$ cat src/rtl/pic_exec_pkg.sv
// Shared constants and types for the PIC16C57 execute sequencer.
// ALU command codes, opcode field matches, FSM state and decode bundle.
package pic_exec_pkg;

    localparam logic [7:0] ALU_APLUSB = 8'd0;
    localparam logic [7:0] ALU_ASUBB  = 8'd1;
    localparam logic [7:0] ALU_AANDB  = 8'd2;
    localparam logic [7:0] ALU_AXORA  = 8'd3;
    localparam logic [7:0] ALU_BSUB1  = 8'd4;
    localparam logic [7:0] ALU_BCOMP  = 8'd5;
    localparam logic [7:0] ALU_BPLUS1 = 8'd6;
    localparam logic [7:0] ALU_AORB   = 8'd7;
    localparam logic [7:0] ALU_BOUT   = 8'd8;
    localparam logic [7:0] ALU_AOUT   = 8'd9;
    localparam logic [7:0] ALU_RLF    = 8'd10;
    localparam logic [7:0] ALU_RRF    = 8'd11;
    localparam logic [7:0] ALU_BSUBA  = 8'd12;
    localparam logic [7:0] ALU_SWAP   = 8'd13;
    localparam logic [7:0] ALU_AXORB  = 8'd14;
    localparam logic [7:0] ALU_BCF    = 8'd15;
    localparam logic [7:0] ALU_BSF    = 8'd16;
    localparam logic [7:0] ALU_BTEST  = 8'd17;

    // inst[11:5] matches for the no-operand group
    localparam logic [6:0] OP_MISC  = 7'b0000000;
    localparam logic [6:0] OP_MOVWF = 7'b0000001;
    localparam logic [6:0] OP_CLRW  = 7'b0000010;
    localparam logic [6:0] OP_CLRF  = 7'b0000011;

    // inst[11:6] matches for byte-oriented file ops
    localparam logic [5:0] OP_SUBWF  = 6'b000010;
    localparam logic [5:0] OP_DECF   = 6'b000011;
    localparam logic [5:0] OP_IORWF  = 6'b000100;
    localparam logic [5:0] OP_ANDWF  = 6'b000101;
    localparam logic [5:0] OP_XORWF  = 6'b000110;
    localparam logic [5:0] OP_ADDWF  = 6'b000111;
    localparam logic [5:0] OP_MOVF   = 6'b001000;
    localparam logic [5:0] OP_COMF   = 6'b001001;
    localparam logic [5:0] OP_INCF   = 6'b001010;
    localparam logic [5:0] OP_DECFSZ = 6'b001011;
    localparam logic [5:0] OP_RRF    = 6'b001100;
    localparam logic [5:0] OP_RLF    = 6'b001101;
    localparam logic [5:0] OP_SWAPF  = 6'b001110;
    localparam logic [5:0] OP_INCFSZ = 6'b001111;

    // inst[11:8] matches for bit ops and literal ops
    localparam logic [3:0] OP_BCF   = 4'b0100;
    localparam logic [3:0] OP_BSF   = 4'b0101;
    localparam logic [3:0] OP_BTFSC = 4'b0110;
    localparam logic [3:0] OP_BTFSS = 4'b0111;
    localparam logic [3:0] OP_MOVLW = 4'b1100;
    localparam logic [3:0] OP_IORLW = 4'b1101;
    localparam logic [3:0] OP_ANDLW = 4'b1110;
    localparam logic [3:0] OP_XORLW = 4'b1111;

    typedef enum logic [1:0] {S_IDLE, S_READ, S_EXEC, S_WRITE} state_e;
    typedef enum logic [1:0] {A_W, A_LIT, A_BIT} asel_e;
    typedef enum logic [1:0] {DEST_NONE, DEST_W, DEST_FILE} dest_e;
    typedef enum logic [1:0] {
        SKIP_NONE, SKIP_ZERO, SKIP_BITCLR, SKIP_BITSET
    } skip_e;

    typedef struct packed {
        logic c;
        logic dc;
        logic z;
    } flag_mask_t;

    typedef struct packed {
        logic [7:0] cmd;
        asel_e      a_sel;
        logic       b_file;
        dest_e      dest;
        logic       needs_read;
        logic       needs_exec;
        flag_mask_t flags;
        skip_e      skip;
        logic       unhandled;
    } dec_t;

endpackage

$ cat src/rtl/pic_exec_ctrl_decode.sv
// Combinational instruction decoder for the execute sequencer.
// Maps a 12-bit instruction to ALU command, operand/destination selects.
module pic_inst_decode
    import pic_exec_pkg::*;
(
    input  logic [11:0] inst,
    output dec_t        dec
);

    logic file_op;
    logic bit_op;
    logic lit_op;

    always_comb begin
        dec     = '0;
        file_op = 1'b0;
        bit_op  = 1'b0;
        lit_op  = 1'b0;
        unique case (1'b1)
            inst[11:5] == OP_MISC:  dec.unhandled = |inst[4:0];
            inst[11:5] == OP_MOVWF: begin
                dec.cmd        = ALU_AOUT;
                dec.needs_exec = 1'b1;
                dec.dest       = DEST_FILE;
            end
            inst[11:5] == OP_CLRW: begin
                dec.cmd        = ALU_AXORA;
                dec.needs_exec = 1'b1;
                dec.dest       = DEST_W;
                dec.flags      = 3'b001;
            end
            inst[11:5] == OP_CLRF: begin
                dec.cmd        = ALU_AXORA;
                dec.needs_exec = 1'b1;
                dec.dest       = DEST_FILE;
                dec.flags      = 3'b001;
            end
            inst[11:6] == OP_SUBWF: begin
                file_op = 1'b1; dec.cmd = ALU_BSUBA; dec.flags = 3'b111;
            end
            inst[11:6] == OP_DECF: begin
                file_op = 1'b1; dec.cmd = ALU_BSUB1; dec.flags = 3'b001;
            end
            inst[11:6] == OP_IORWF: begin
                file_op = 1'b1; dec.cmd = ALU_AORB; dec.flags = 3'b001;
            end
            inst[11:6] == OP_ANDWF: begin
                file_op = 1'b1; dec.cmd = ALU_AANDB; dec.flags = 3'b001;
            end
            inst[11:6] == OP_XORWF: begin
                file_op = 1'b1; dec.cmd = ALU_AXORB; dec.flags = 3'b001;
            end
            inst[11:6] == OP_ADDWF: begin
                file_op = 1'b1; dec.cmd = ALU_APLUSB; dec.flags = 3'b111;
            end
            inst[11:6] == OP_MOVF: begin
                file_op = 1'b1; dec.cmd = ALU_BOUT; dec.flags = 3'b001;
            end
            inst[11:6] == OP_COMF: begin
                file_op = 1'b1; dec.cmd = ALU_BCOMP; dec.flags = 3'b001;
            end
            inst[11:6] == OP_INCF: begin
                file_op = 1'b1; dec.cmd = ALU_BPLUS1; dec.flags = 3'b001;
            end
            inst[11:6] == OP_DECFSZ: begin
                file_op = 1'b1; dec.cmd = ALU_BSUB1; dec.skip = SKIP_ZERO;
            end
            inst[11:6] == OP_RRF: begin
                file_op = 1'b1; dec.cmd = ALU_RRF; dec.flags = 3'b100;
            end
            inst[11:6] == OP_RLF: begin
                file_op = 1'b1; dec.cmd = ALU_RLF; dec.flags = 3'b100;
            end
            inst[11:6] == OP_SWAPF: begin
                file_op = 1'b1; dec.cmd = ALU_SWAP;
            end
            inst[11:6] == OP_INCFSZ: begin
                file_op = 1'b1; dec.cmd = ALU_BPLUS1; dec.skip = SKIP_ZERO;
            end
            inst[11:8] == OP_BCF: begin
                bit_op = 1'b1; dec.cmd = ALU_BCF; dec.dest = DEST_FILE;
            end
            inst[11:8] == OP_BSF: begin
                bit_op = 1'b1; dec.cmd = ALU_BSF; dec.dest = DEST_FILE;
            end
            inst[11:8] == OP_BTFSC: begin
                bit_op = 1'b1; dec.cmd = ALU_BTEST; dec.skip = SKIP_BITCLR;
            end
            inst[11:8] == OP_BTFSS: begin
                bit_op = 1'b1; dec.cmd = ALU_BTEST; dec.skip = SKIP_BITSET;
            end
            inst[11:8] == OP_MOVLW: begin
                lit_op = 1'b1; dec.cmd = ALU_AOUT;
            end
            inst[11:8] == OP_IORLW: begin
                lit_op = 1'b1; dec.cmd = ALU_AORB; dec.flags = 3'b001;
            end
            inst[11:8] == OP_ANDLW: begin
                lit_op = 1'b1; dec.cmd = ALU_AANDB; dec.flags = 3'b001;
            end
            inst[11:8] == OP_XORLW: begin
                lit_op = 1'b1; dec.cmd = ALU_AXORB; dec.flags = 3'b001;
            end
            default: dec.unhandled = 1'b1;
        endcase
        if (file_op || bit_op) begin
            dec.needs_read = 1'b1;
            dec.needs_exec = 1'b1;
            dec.b_file     = 1'b1;
        end
        if (file_op) dec.dest = inst[5] ? DEST_FILE : DEST_W;
        if (bit_op) dec.a_sel = A_BIT;
        if (lit_op) begin
            dec.needs_exec = 1'b1;
            dec.a_sel      = A_LIT;
            dec.dest       = DEST_W;
        end
    end

endmodule

$ cat src/rtl/pic_exec_ctrl.sv
// Multi-cycle execute sequencer for the PIC16C57 core.
// Owns W and the C/DC/Z flags; drives the shared ALU and file port.
module pic_exec_ctrl
    import pic_exec_pkg::*;
#(
    parameter logic [7:0] W_RESET = 8'h00
) (
    input  logic        clk,
    input  logic        rst_n,
    input  logic        inst_valid,
    output logic        inst_ready,
    input  logic [11:0] inst,
    output logic        rf_re,
    output logic [4:0]  rf_addr,
    input  logic [7:0]  rf_rdata,
    output logic        rf_we,
    output logic [7:0]  rf_wdata,
    output logic [7:0]  alu_a,
    output logic [7:0]  alu_b,
    output logic [7:0]  alu_cmd,
    output logic        alu_cin,
    input  logic [7:0]  alu_out,
    input  logic        alu_z,
    input  logic        alu_dc,
    input  logic        alu_c,
    input  logic        alu_test,
    output logic [7:0]  w_q,
    output logic        flag_c,
    output logic        flag_dc,
    output logic        flag_z,
    output logic        done,
    output logic        skip,
    output logic        unhandled
);

    state_e      state_q, state_d;
    logic [11:0] inst_q;
    logic [11:0] dec_inst;
    dec_t        dec;
    logic [7:0]  res_q;
    logic        z_q, dc_q, c_q, test_q;

    // In IDLE the incoming word is decoded to pick the first state
    assign dec_inst = (state_q == S_IDLE) ? inst : inst_q;

    pic_inst_decode u_dec (
        .inst (dec_inst),
        .dec  (dec)
    );

    always_comb begin
        state_d = state_q;
        unique case (state_q)
            S_IDLE:
                if (inst_valid) begin
                    if (dec.needs_read)      state_d = S_READ;
                    else if (dec.needs_exec) state_d = S_EXEC;
                    else                     state_d = S_WRITE;
                end
            S_READ:  state_d = S_EXEC;
            S_EXEC:  state_d = S_WRITE;
            S_WRITE: state_d = S_IDLE;
            default: state_d = S_IDLE;
        endcase
    end

    always_comb begin
        inst_ready = (state_q == S_IDLE);
        rf_re      = (state_q == S_READ);
        rf_addr    = inst_q[4:0];
        rf_we      = (state_q == S_WRITE) && (dec.dest == DEST_FILE);
        rf_wdata   = res_q;
        alu_cin    = flag_c;
        alu_a      = '0;
        alu_b      = '0;
        alu_cmd    = '0;
        done       = (state_q == S_WRITE);
        skip       = 1'b0;
        unhandled  = done & dec.unhandled;
        if (state_q == S_EXEC) begin
            alu_cmd = dec.cmd;
            unique case (dec.a_sel)
                A_LIT:   alu_a = inst_q[7:0];
                A_BIT:   alu_a = {5'b0, inst_q[7:5]};
                default: alu_a = w_q;
            endcase
            alu_b = dec.b_file ? rf_rdata : w_q;
        end
        if (done) begin
            unique case (dec.skip)
                SKIP_ZERO:   skip = z_q;
                SKIP_BITCLR: skip = test_q;
                SKIP_BITSET: skip = ~test_q;
                default:     skip = 1'b0;
            endcase
        end
    end

    always_ff @(posedge clk or negedge rst_n) begin
        if (!rst_n) begin
            state_q <= S_IDLE;
            inst_q  <= '0;
            res_q   <= '0;
            z_q     <= 1'b0;
            dc_q    <= 1'b0;
            c_q     <= 1'b0;
            test_q  <= 1'b0;
            w_q     <= W_RESET;
            flag_c  <= 1'b0;
            flag_dc <= 1'b0;
            flag_z  <= 1'b0;
        end else begin
            state_q <= state_d;
            if (state_q == S_IDLE && inst_valid) inst_q <= inst;
            if (state_q == S_EXEC) begin
                res_q  <= alu_out;
                z_q    <= alu_z;
                dc_q   <= alu_dc;
                c_q    <= alu_c;
                test_q <= alu_test;
            end
            if (state_q == S_WRITE) begin
                if (dec.dest == DEST_W) w_q <= res_q;
                if (dec.flags.c)  flag_c  <= c_q;
                if (dec.flags.dc) flag_dc <= dc_q;
                if (dec.flags.z)  flag_z  <= z_q;
            end
        end
    end

endmodule

$ cat config.mk
export PLATFORM = sky130hd
export DESIGN_NAME = pic_exec_ctrl
export DESIGN_NICKNAME = d
export VERILOG_FILES = /design/src/rtl/pic_exec_pkg.sv /design/src/rtl/pic_exec_ctrl_decode.sv /design/src/rtl/pic_exec_ctrl.sv
export SDC_FILE = /design/constraint.sdc
export NUM_CORES = 1
export LEC_CHECK = 0
export BUFFER_PORTS_ARGS = -buffer_cell sky130_fd_sc_hd__buf_2
export CELL_PAD_IN_SITES_DETAIL_PLACEMENT = 1
export CELL_PAD_IN_SITES_GLOBAL_PLACEMENT = 1
export CORE_UTILIZATION = 34
export DETAILED_ROUTE_END_ITERATION = 10
export GPL_TIMING_DRIVEN = 0
export PLACE_DENSITY_LB_ADDON = 0.1
export RECOVER_POWER = 50
export SLEW_MARGIN = 5
export SYNTH_ARGS = -nofsm -noshare
export SYNTH_HDL_FRONTEND = slang
export SYNTH_SLANG_ARGS = --single-unit
$ cat constraint.sdc
create_clock -name clk -period 2.17 [get_ports clk]
set_input_delay 0.217 -clock clk [delete_from_list [all_inputs] [get_ports clk]]
set_output_delay 0.217 -clock clk [all_outputs]
set_load 0.03 [all_outputs]
======== Yosys cells after proc, flatten, opt, wreduce, memory -nomap -nowiden ========
Index checks and enable logic that the tools add are counted.
cells by class
  shifts and indexed selects .............. 0
  equal/unequal tests ..................... 36
  divide/modulo/power cells ............... 0
  reduce and logical (&&, ||, !) cells .... 28
  $lt $le $gt $ge ......................... 0
  multiply operators ...................... 0
  bitwise operators ....................... 2
  $add $sub $neg .......................... 0
  multiplexer cells ....................... 29
operator list
  cell                                                  count
  case mux 5 bit (16 select lines)                      1
  equality test 6 x 4 -> 1 bit (second input constant)  8
  2-to-1 mux 8 bit                                      4
  OR reduction 25 bit                                   1
  equality test 6 x 3 -> 1 bit (second input constant)  4
  OR reduction 2 bit                                    11
  equality test 4 x 3 -> 1 bit (second input constant)  4
  equality test 4 bit (second input constant)           4
  2-to-1 mux 2 bit                                      8
  case mux 8 bit (2 select lines)                       1
  equality test 7 x 2 -> 1 bit (second input constant)  2
  OR reduction 14 bit                                   1
  equality test 2 bit (second input constant)           6
  equality test 6 x 2 -> 1 bit (second input constant)  2
  2-to-1 mux 12 bit                                     1
  OR reduction 12 bit                                   1
  OR reduction 4 bit                                    3
  case mux 3 bit (3 select lines)                       1
  equality test 2 x 1 -> 1 bit (second input constant)  4
  2-to-1 mux 1 bit                                      8
  case mux 2 bit (4 select lines)                       1
  AND reduction 2 bit                                   4
  equality test 7 x 1 -> 1 bit (second input constant)  1
  zero test 7 bit                                       1
  12 further kinds                                      13
storage, ports and cells
  latch bits .............................. 0
  ROM bits ................................ 0
  RAM bits ................................ 0
  memories kept ........................... 0
  flip-flop bits (word level) ............. 37
  input bits .............................. 35
  logic and storage cells ................. 106
  output and inout port bits .............. 55

======== Logic depth before layout (Yosys ltp) ========
Gate-level depths: netlist of run 1.
  depth after elaboration ................. 12
  mapped depth ............................ 10
  gate-level depth less buffers ........... 7

======== By module ========
From an unflattened synthesis of run 1, not the netlist that was laid out.
second synthesis, totals
  cells, all modules ...................... 261
  area total of the unflattened synthesis .. 2601.2 µm²
by module, submodules not included
  module           times used  seq. area each (µm²)  cells each  area each (µm²)
  pic_exec_ctrl    1           925.9                 178         2115.8
  pic_inst_decode  1           0.0                   83          485.5

======== Worst setup path after synthesis of run 1 ========
Ideal clock, no wire load.
  path kind ............................... reg-to-output
  start ................................... reg state_q[0]
  end ..................................... out rf_we
  data required time ...................... 1953 ps
  slack ................................... -1009 ps
  buffers on the path ..................... 3
  arrival time ............................ 2962 ps
  cell stages (with the launch flop) ...... 11
  cell sequence ........................... dfrtp_1 > inv_1 > ha_1 > buf_6 > buf_8 > mux2_4 > buf_6 > a21oi_1 > o2bb2ai_1 > a31oi_1 > nor4_1
on the way
  word-level cells in the longest chain between the ends .. 9
  elaborated cells between the ends (all ways) .. 37
  those cells by class .................... eq/ne (25); mux (7); reduce/logical (5)
ends and longest elaborated chain
  item                                                                               RTL line                     RTL
  start: declaration                                                                 pic_exec_ctrl.sv:36          state_e state_q, state_d;
  start signal: assignment                                                           pic_exec_ctrl.sv:113         state_q <= state_d;
  zero test 2 bit *                                                                  n/a
  net inst_ready                                                                     pic_exec_ctrl.sv:11          output logic inst_ready,
  2-to-1 mux 12 bit *                                                                pic_exec_ctrl.sv:44          assign dec_inst = (state_q == S_IDLE) ? inst : inst_q;
  equality test 7 x 2 -> 1 bit (tied with other cells)                               pic_exec_ctrl_decode.sv:32   inst[11:5] == OP_CLRF: begin
  OR reduction 4 bit (no source line) / OR reduction 14 bit (equally long branches)  n/a
  case mux 2 bit (2 select lines) / 2-to-1 mux 1 bit (equally long branches)         pic_exec_ctrl_decode.sv:19   unique case (1'b1)
  2-to-1 mux 2 bit                                                                   pic_exec_ctrl_decode.sv:111  if (file_op) dec.dest = inst[5] ? DEST_FILE : DEST_W;
  2-to-1 mux 2 bit *                                                                 pic_exec_ctrl_decode.sv:113  if (lit_op) begin
  equality test 2 bit *                                                              pic_exec_ctrl.sv:71          rf_we = (state_q == S_WRITE) && (dec.dest == DEST_FILE);
  logical AND 1 bit *                                                                pic_exec_ctrl.sv:71
  end: declaration                                                                   pic_exec_ctrl.sv:16          output logic rf_we,
The timed path passes the listed nets; every way through them passes the cells marked *.

======== Worst setup path after layout of run 1 ========
  start ................................... reg state_q[1]
  end ..................................... out alu_cmd[2]
on the way
  word-level cells in the longest chain between the ends .. 6
  elaborated cells between the ends (all ways) .. 37
  those cells by class .................... eq/ne (25); mux (3); reduce/logical (9)
ends and longest elaborated chain
  item                                                  RTL line                    RTL
  zero test 2 bit                                       pic_exec_ctrl.sv:44
  2-to-1 mux 12 bit                                     pic_exec_ctrl.sv:44
  equality test 7 x 1 -> 1 bit (tied with other cells)  pic_exec_ctrl_decode.sv:21  inst[11:5] == OP_MOVWF: begin
  OR reduction 2 bit (no source line)                   n/a
  case mux 5 bit (16 select lines)                      pic_exec_ctrl_decode.sv:19
  2-to-1 mux 8 bit *                                    pic_exec_ctrl.sv:80         if (state_q == S_EXEC) begin
  end: declaration                                      pic_exec_ctrl.sv:20         output logic [7:0] alu_cmd,
Mark *: on every way between the ends. The rest lies on a longest branch, timed or not.

==> results of run 1 <==
-- cells by family after synthesis --
| group | Yosys count |
|---|---|
| xor gates and xnor gates | 1 |
| muxes | 57 |
| AOI/OAI and AO/OA | 53 |
| buffers and inverters | 28 |
| DFF | 37 |
| adders and majority gates | 5 |
| and+or+nand+nor | 74 |
| other | 1 |
-- layout make-up --
| cell class | count | area [µm²] | share of cell area |
|---|---|---|---|
| multi-input cells | 193 | 2050 | 0.464 |
| repair buffers | 132 | 1010 | 0.228 |
| flip-flops and latches | 37 | 926 | 0.209 |
| plain buffers | 19 | 165 | 0.0374 |
| well taps | 99 | 124 | 0.0280 |
| clock buffers | 6 | 82.6 | 0.0187 |
| clock inverters | 2 | 37.5 | 0.00849 |
| inverters | 6 | 27.5 | 0.00623 |
-- registers in the layout, summed over array words and instances, names as in the netlist --
name / cells
inst_q: 12
rf_wdata: 8
w_q: 8
state_q: 2
alu_cin: 1
c_q: 1
dc_q: 1
flag_dc: 1
flag_z: 1
test_q: 1
z_q: 1
-- metrics by stage --
stage                     hold WS (ns)  instances  TNS [ns]  area [µm²]
after floorplan                -0.0786        258     -4.90        2810
after global placement           0.374        443    -16.16        3360
after detailed placement         0.395        443    -16.24        3360
after CTS                       0.0745        473    -12.30        4070
after global routing             0.138        494    -18.39        4420
final                           0.0693        494    -15.02        4420
-- worst paths after layout --
kind                                to  startpoint  depth (start not counted)
max                         alu_cmd[2]  state_q[1]                         12
min                                c_q       rst_n                          1
max reg2reg                     w_q[2]  state_q[1]                         13
min reg2reg                    flag_dc     flag_dc                          1
max in group asynchronous       test_q       rst_n                          1
min in group clk           rf_wdata[3]  alu_out[3]                          2
-- repair_timing --
| item | 4_1_cts | 5_1_grt |
|---|---|---|
| pin swaps | 10 | 23 |
| setup buffers | 25 | 23 |
| hold buffers | 0 | 0 |
| setup endpoints to repair | 43 | 37 |
| cloned | 0 | 0 |
| gates resized for setup | 96 | 47 |
-- routing by layer --
metal  wire length (µm)  global-route usage  part of all wire  vias up
li1                   -                   -                 -     1206
met1               4210               0.315              0.41     1335
met2               5230               0.410              0.51       93
met3                469              0.0548             0.046       25
met4                299              0.0924             0.029        0
met5                  0                   0                 0        -
-- Yosys cell counts (6+ instances only) --
cell	number
mux2_2	37
mux2i_1	17
nand2_1	19
nand3_1	6
buf_4	9
a21oi_1	9
dfrtp_1	37
clkbuf_1	6
nor2_1	21
==> metrics.txt, run 1 <==
maximum fanout along the worst path 6; Via Count 2659; Synth Area in Compound Gates 0.154; antenna-violating nets left 0; fraction of registers with async set/reset 1.00; Max Freq 362 MHz; Crit Path Category register to output pin; die width ~90 µm; DRT iter0 DRCs 106; Placer Congestion around 0.9; Starting Density 0.356; distinct cell type count after synthesis 61; MaxCap Viol Count 0; YS warnings 0; skew final ~0.011 ns; mux cell area share after synthesis 0.248; Die Y ~90 µm; most frequent cells in the layout buf_2 (55), buf_6 (39), buf_4 (37), dfrtp_1 (37), mux2_2 (24); I/O pin total 90; DP HPWL 6.23 mm; setup ws final -0.589 ns; Die ar. around 0.008 mm²; CTS Root Cell clkbuf_8; unrepaired setup endpoints after global routing yes; largest net degree at the start of global routing 38; number of buffers and inverters on the critical path 6; Clock Latency Late Sink ~0.29 ns; final period utilization 1.27; first-pass GRT wire length between 10 and 15 mm; worst-path cell chain inv_2 > ha_4 > buf_8 > buf_4 > buf_6 > mux2i_4 > nor2_4 > buf_8 > a32oi_1 > o31ai_1 > o31a_1 > buf_6; CP delay by family, top buffers and inverters; commonest non-fill, non-tap cell in the layout buf_2; Yosys top cell area share 0.355; Buffers on Ports 86; routed wire length approximately 10 mm; Synth area leaders dfrtp_1 (36%), mux2_2 (16%), mux2i_1 (6.5%); R2R setup slack -0.46 ns; Worst Path Required between 1.5 and 2 ns; Placement Setup Slack -0.541 ns; gr usage total 0.247; vias in the first global route roughly 2600; register bit total from synthesis 37; Area Growth Syn to Fin 69.5%; Pre-antenna DRT Iters 4; Worst Tran Pin Value a little under 1 ns; outcome finished, violations left; initial antenna violation count 0; Via density 5.38; Final Hold Fails 0; fin util 0.603; CP peak stage delay 0.40 ns; largest family of logic cells by synthesized area multiplexers; crit start category register; number of remaining DRC errors 0; row cnt 31; Slew Limit Fails 0; Post-Synth Adder-Cell Area 0.0240; number of diodes 0; Core Area ~0.0073 mm²; Cell Area, Synth ~0.0026 mm²; post-synthesis sequential area ratio 0.355; worst hold path class input port to asynchronous set/reset pin; number of synthesized flops with an enable pin 0; layout cells sized above 1 0.678; final setup fails 35; endpoint type of the worst setup path output pin; routed len/inst 20.7 µm; Post-Syn Instances between 200 and 300; CP arrival 2.54 ns; CTS Buffer Depth 2; slowest stage cell on the critical path dfrtp_1; post-synthesis simple-gate area fraction 0.149; Slew HR 0.342; remaining global-route overflow 0; Reg clk slew, reported paths ~0.080 ns; post-synthesis xor/xnor area fraction 0.00336; htree depth 2; nets between 400 and 500; CTS tree yes; Syn Area/Cell between 10 and 15 µm²; Post-synth top flop dfrtp_1; clk sinks 37; post-synth top area cell dfrtp_1; minimum clock period around 2.8 ns; fill cell count 781; Num CTS Buffers 5; failing checks setup timing
Power of run 1 is left out: the tool's default activity adds up to more than one toggle a clock period on the data nets, which glitch-free logic cannot reach.
==> run 2, diff against run 1 <==
--- a/config.mk
+++ b/config.mk
@@ -8,7 +8,7 @@
 export BUFFER_PORTS_ARGS = -buffer_cell sky130_fd_sc_hd__buf_2
 export CELL_PAD_IN_SITES_DETAIL_PLACEMENT = 1
 export CELL_PAD_IN_SITES_GLOBAL_PLACEMENT = 1
-export CORE_UTILIZATION = 34
+export CORE_UTILIZATION = 35
 export DETAILED_ROUTE_END_ITERATION = 10
 export GPL_TIMING_DRIVEN = 0
 export PLACE_DENSITY_LB_ADDON = 0.1
==> constraint.sdc (replaced) <==
create_clock -name clk -period 2.8 [get_ports clk]
set_input_delay 0.28 -clock clk [delete_from_list [all_inputs] [get_ports clk]]
set_output_delay 0.28 -clock clk [all_outputs]
set_load 0.03 [all_outputs]
==> metrics.txt, run 2 (same netlist as run 1, synthesis figures left out) <==
outcome finished, violations left; failing checks capacitance limit, slew limit, setup timing; DP Area 0.00320 mm² (-4.7%); unrepaired setup endpoints after global routing yes; max reg flops 12 (unchanged); Max VDD drop ~0.55 mV; WHS Path Cells 2; I/O pin total 90 (unchanged); crit start category register; Reg clk slew, reported paths 0.08 ns (about the same); commonest non-fill, non-tap cell in the layout buf_2; endpoint type of the worst setup path output pin; nets 410 (-5.5%); vias in the first global route 2534 (-4.3%); Final Total Pwr approximately 5800 µW; HP Start alu_out[2]; Worst Tran Pin Value 2.05 ns (+1.06 ns); Starting Density 0.361 (+0.00574); antenna-violating nets left 0 (unchanged); final period utilization 1.03; Worst Path Required 2.52 ns (+0.57 ns); routed len/inst 17.9 µm (-13%); cell area after layout 0.00374 mm² (-15%); Pre-antenna DRT Iters 4 (unchanged); Hold EP rf_wdata[2]; remaining global-route overflow 0 (unchanged); CTS Root Cell clkbuf_8; Num CTS Buffers 5 (unchanged); setup ws final -0.0804 ns (+0.509 ns); maximum fanout along the worst path 8 (+2); MaxCap Viol Count 1 (+1); Buffers on Ports 86 (unchanged); Most flops, register inst_q; CP arrival 2.60 ns (+0.06 ns); most frequent cells in the layout buf_2 (53), dfrtp_1 (37), mux2_2 (35), buf_4 (28), clkbuf_1 (23); R2R depth 10 (-3); Via Count 2479 (-6.8%); Placer Congestion 0.857 (-3.8%); minimum clock period between 2 and 3 ns; Die ar. 0.00780 mm² (-2.8%); worst hold slack 0.224 ns (+0.154 ns); skew final 0.00762 ns (-0.00319 ns); first-pass GRT wire length 13.0 mm (-10%); reg-to-reg endpoint w_q[2]; routed wire length 8.44 mm (-17%); layout cells sized above 1 0.526 (-0.153); largest net degree at the start of global routing 38 (unchanged); gr usage total 0.221 (-0.0261); DRT iter0 DRCs 66 (-38%); initial antenna violation count 0 (unchanged); Pleak approximately 0.0016 µW; final setup fails 4 (-89%); number of remaining DRC errors 0 (unchanged); CTS tree yes; Final Hold Fails 0 (unchanged); number of diodes 0 (unchanged); Clock Latency Late Sink 0.29 ns (about the same); row cnt 31 (unchanged); reg-to-reg startpoint state_q[1]; P per Cell Area 1540 mW/mm²; CTS Buffer Depth 2 (unchanged); DP HPWL 5.91 mm (-5.2%); Max Freq between 300 and 400 MHz; Slew HR -0.366 (-0.709); clk sinks 37 (unchanged); Area Growth Syn to Fin 43.3%; die width 88.3 µm (-1.4%); Core Area 0.00721 mm² (-1.6%); Slew Limit Fails 38 (+38); Crit Path Category register to output pin; htree depth 2 (unchanged); Placement Setup Slack -0.123 ns (+0.418 ns); Via density 5.27 (-2.0%); worst hold path class input port to register; Die Y 88.3 µm (-1.4%); R2R setup slack 0.24 ns (+0.70 ns)
==> run 2: cell count changes in the layout (fill, tap and decap cells not counted), sizes merged <==
cell      previous run  this run
buf                139       103
clkinvlp             1         0
clkbuf              18        31
clkinv               1         2
bufinv               1         0
==> run 2: layout make-up <==
class                   count  area (µm²)
inverters                   6        23.8
flip-flops and latches     37         926
well taps                  99         124
multi-input cells         193        1720
fillers                   849        3480
plain buffers              19         155
clock buffers               7        96.3
repair buffers            108         689
clock inverters             1        5.00
==> run 2: power by group <==
part	internal [µW]	switching [µW]
clock network	223	193
logic	1820	2420
registers	810	284
==> run 2: worst max-delay path by stage <==
| stage | from | end | slack, ns | cells past startpoint |
|---|---|---|---|---|
| floorplan | state_q[0] | rf_we | -0.10 | 10 |
| global placement | state_q[0] | alu_b[3] | -0.12 | 9 |
| detailed placement | state_q[0] | alu_cmd[2] | -0.12 | 11 |
| CTS | state_q[0] | alu_b[4] | 0.001 | 9 |
| global route | state_q[1] | unhandled | -0.16 | 9 |
| finish | state_q[1] | unhandled | -0.08 | 9 |
==> run 2: timing repair <==
item / 4_1_cts / 5_1_grt
pin swaps: 4 / 12
setup buffers: 7 / 15
setup endpoints to repair: 24 / 15
hold buffers: 0 / 0
resized for setup: 45 / 28
==> run 2: worst max-delay path, stage by stage, from the launching register on <==
cell and delay (ns):
dfrtp_1 0.39, inv_2 0.12, ha_4 0.22, buf_4 0.16
nor3b_4 0.30, or2_2 0.28, nand3_1 0.11, o311ai_0 0.43
nor2_1 0.10, buf_2 0.19
==> run 2: routing by layer <==
| layer | vias up | track usage | routed length (µm) |
|---|---|---|---|
| li1 | 1164 | - | - |
| met1 | 1215 | 0.290 | 3610 |
| met2 | 90 | 0.364 | 4180 |
| met3 | 10 | 0.0485 | 492 |
| met4 | 0 | 0.0689 | 150 |
| met5 | - | 0 | 0 |
==> run 2: metrics by stage <==
stage,utilization,setup TNS [ns],instances
6_report,0.518,-0.178,470
5_1_grt,0.518,-1.40,470
4_1_cts,0.487,0,455
3_5_place_dp,0.444,-1.35,443
3_3_place_gp,0.444,-1.16,443
2_1_floorplan,-,-0.101,258
Note: power is estimated with default switching activity, not from simulation.
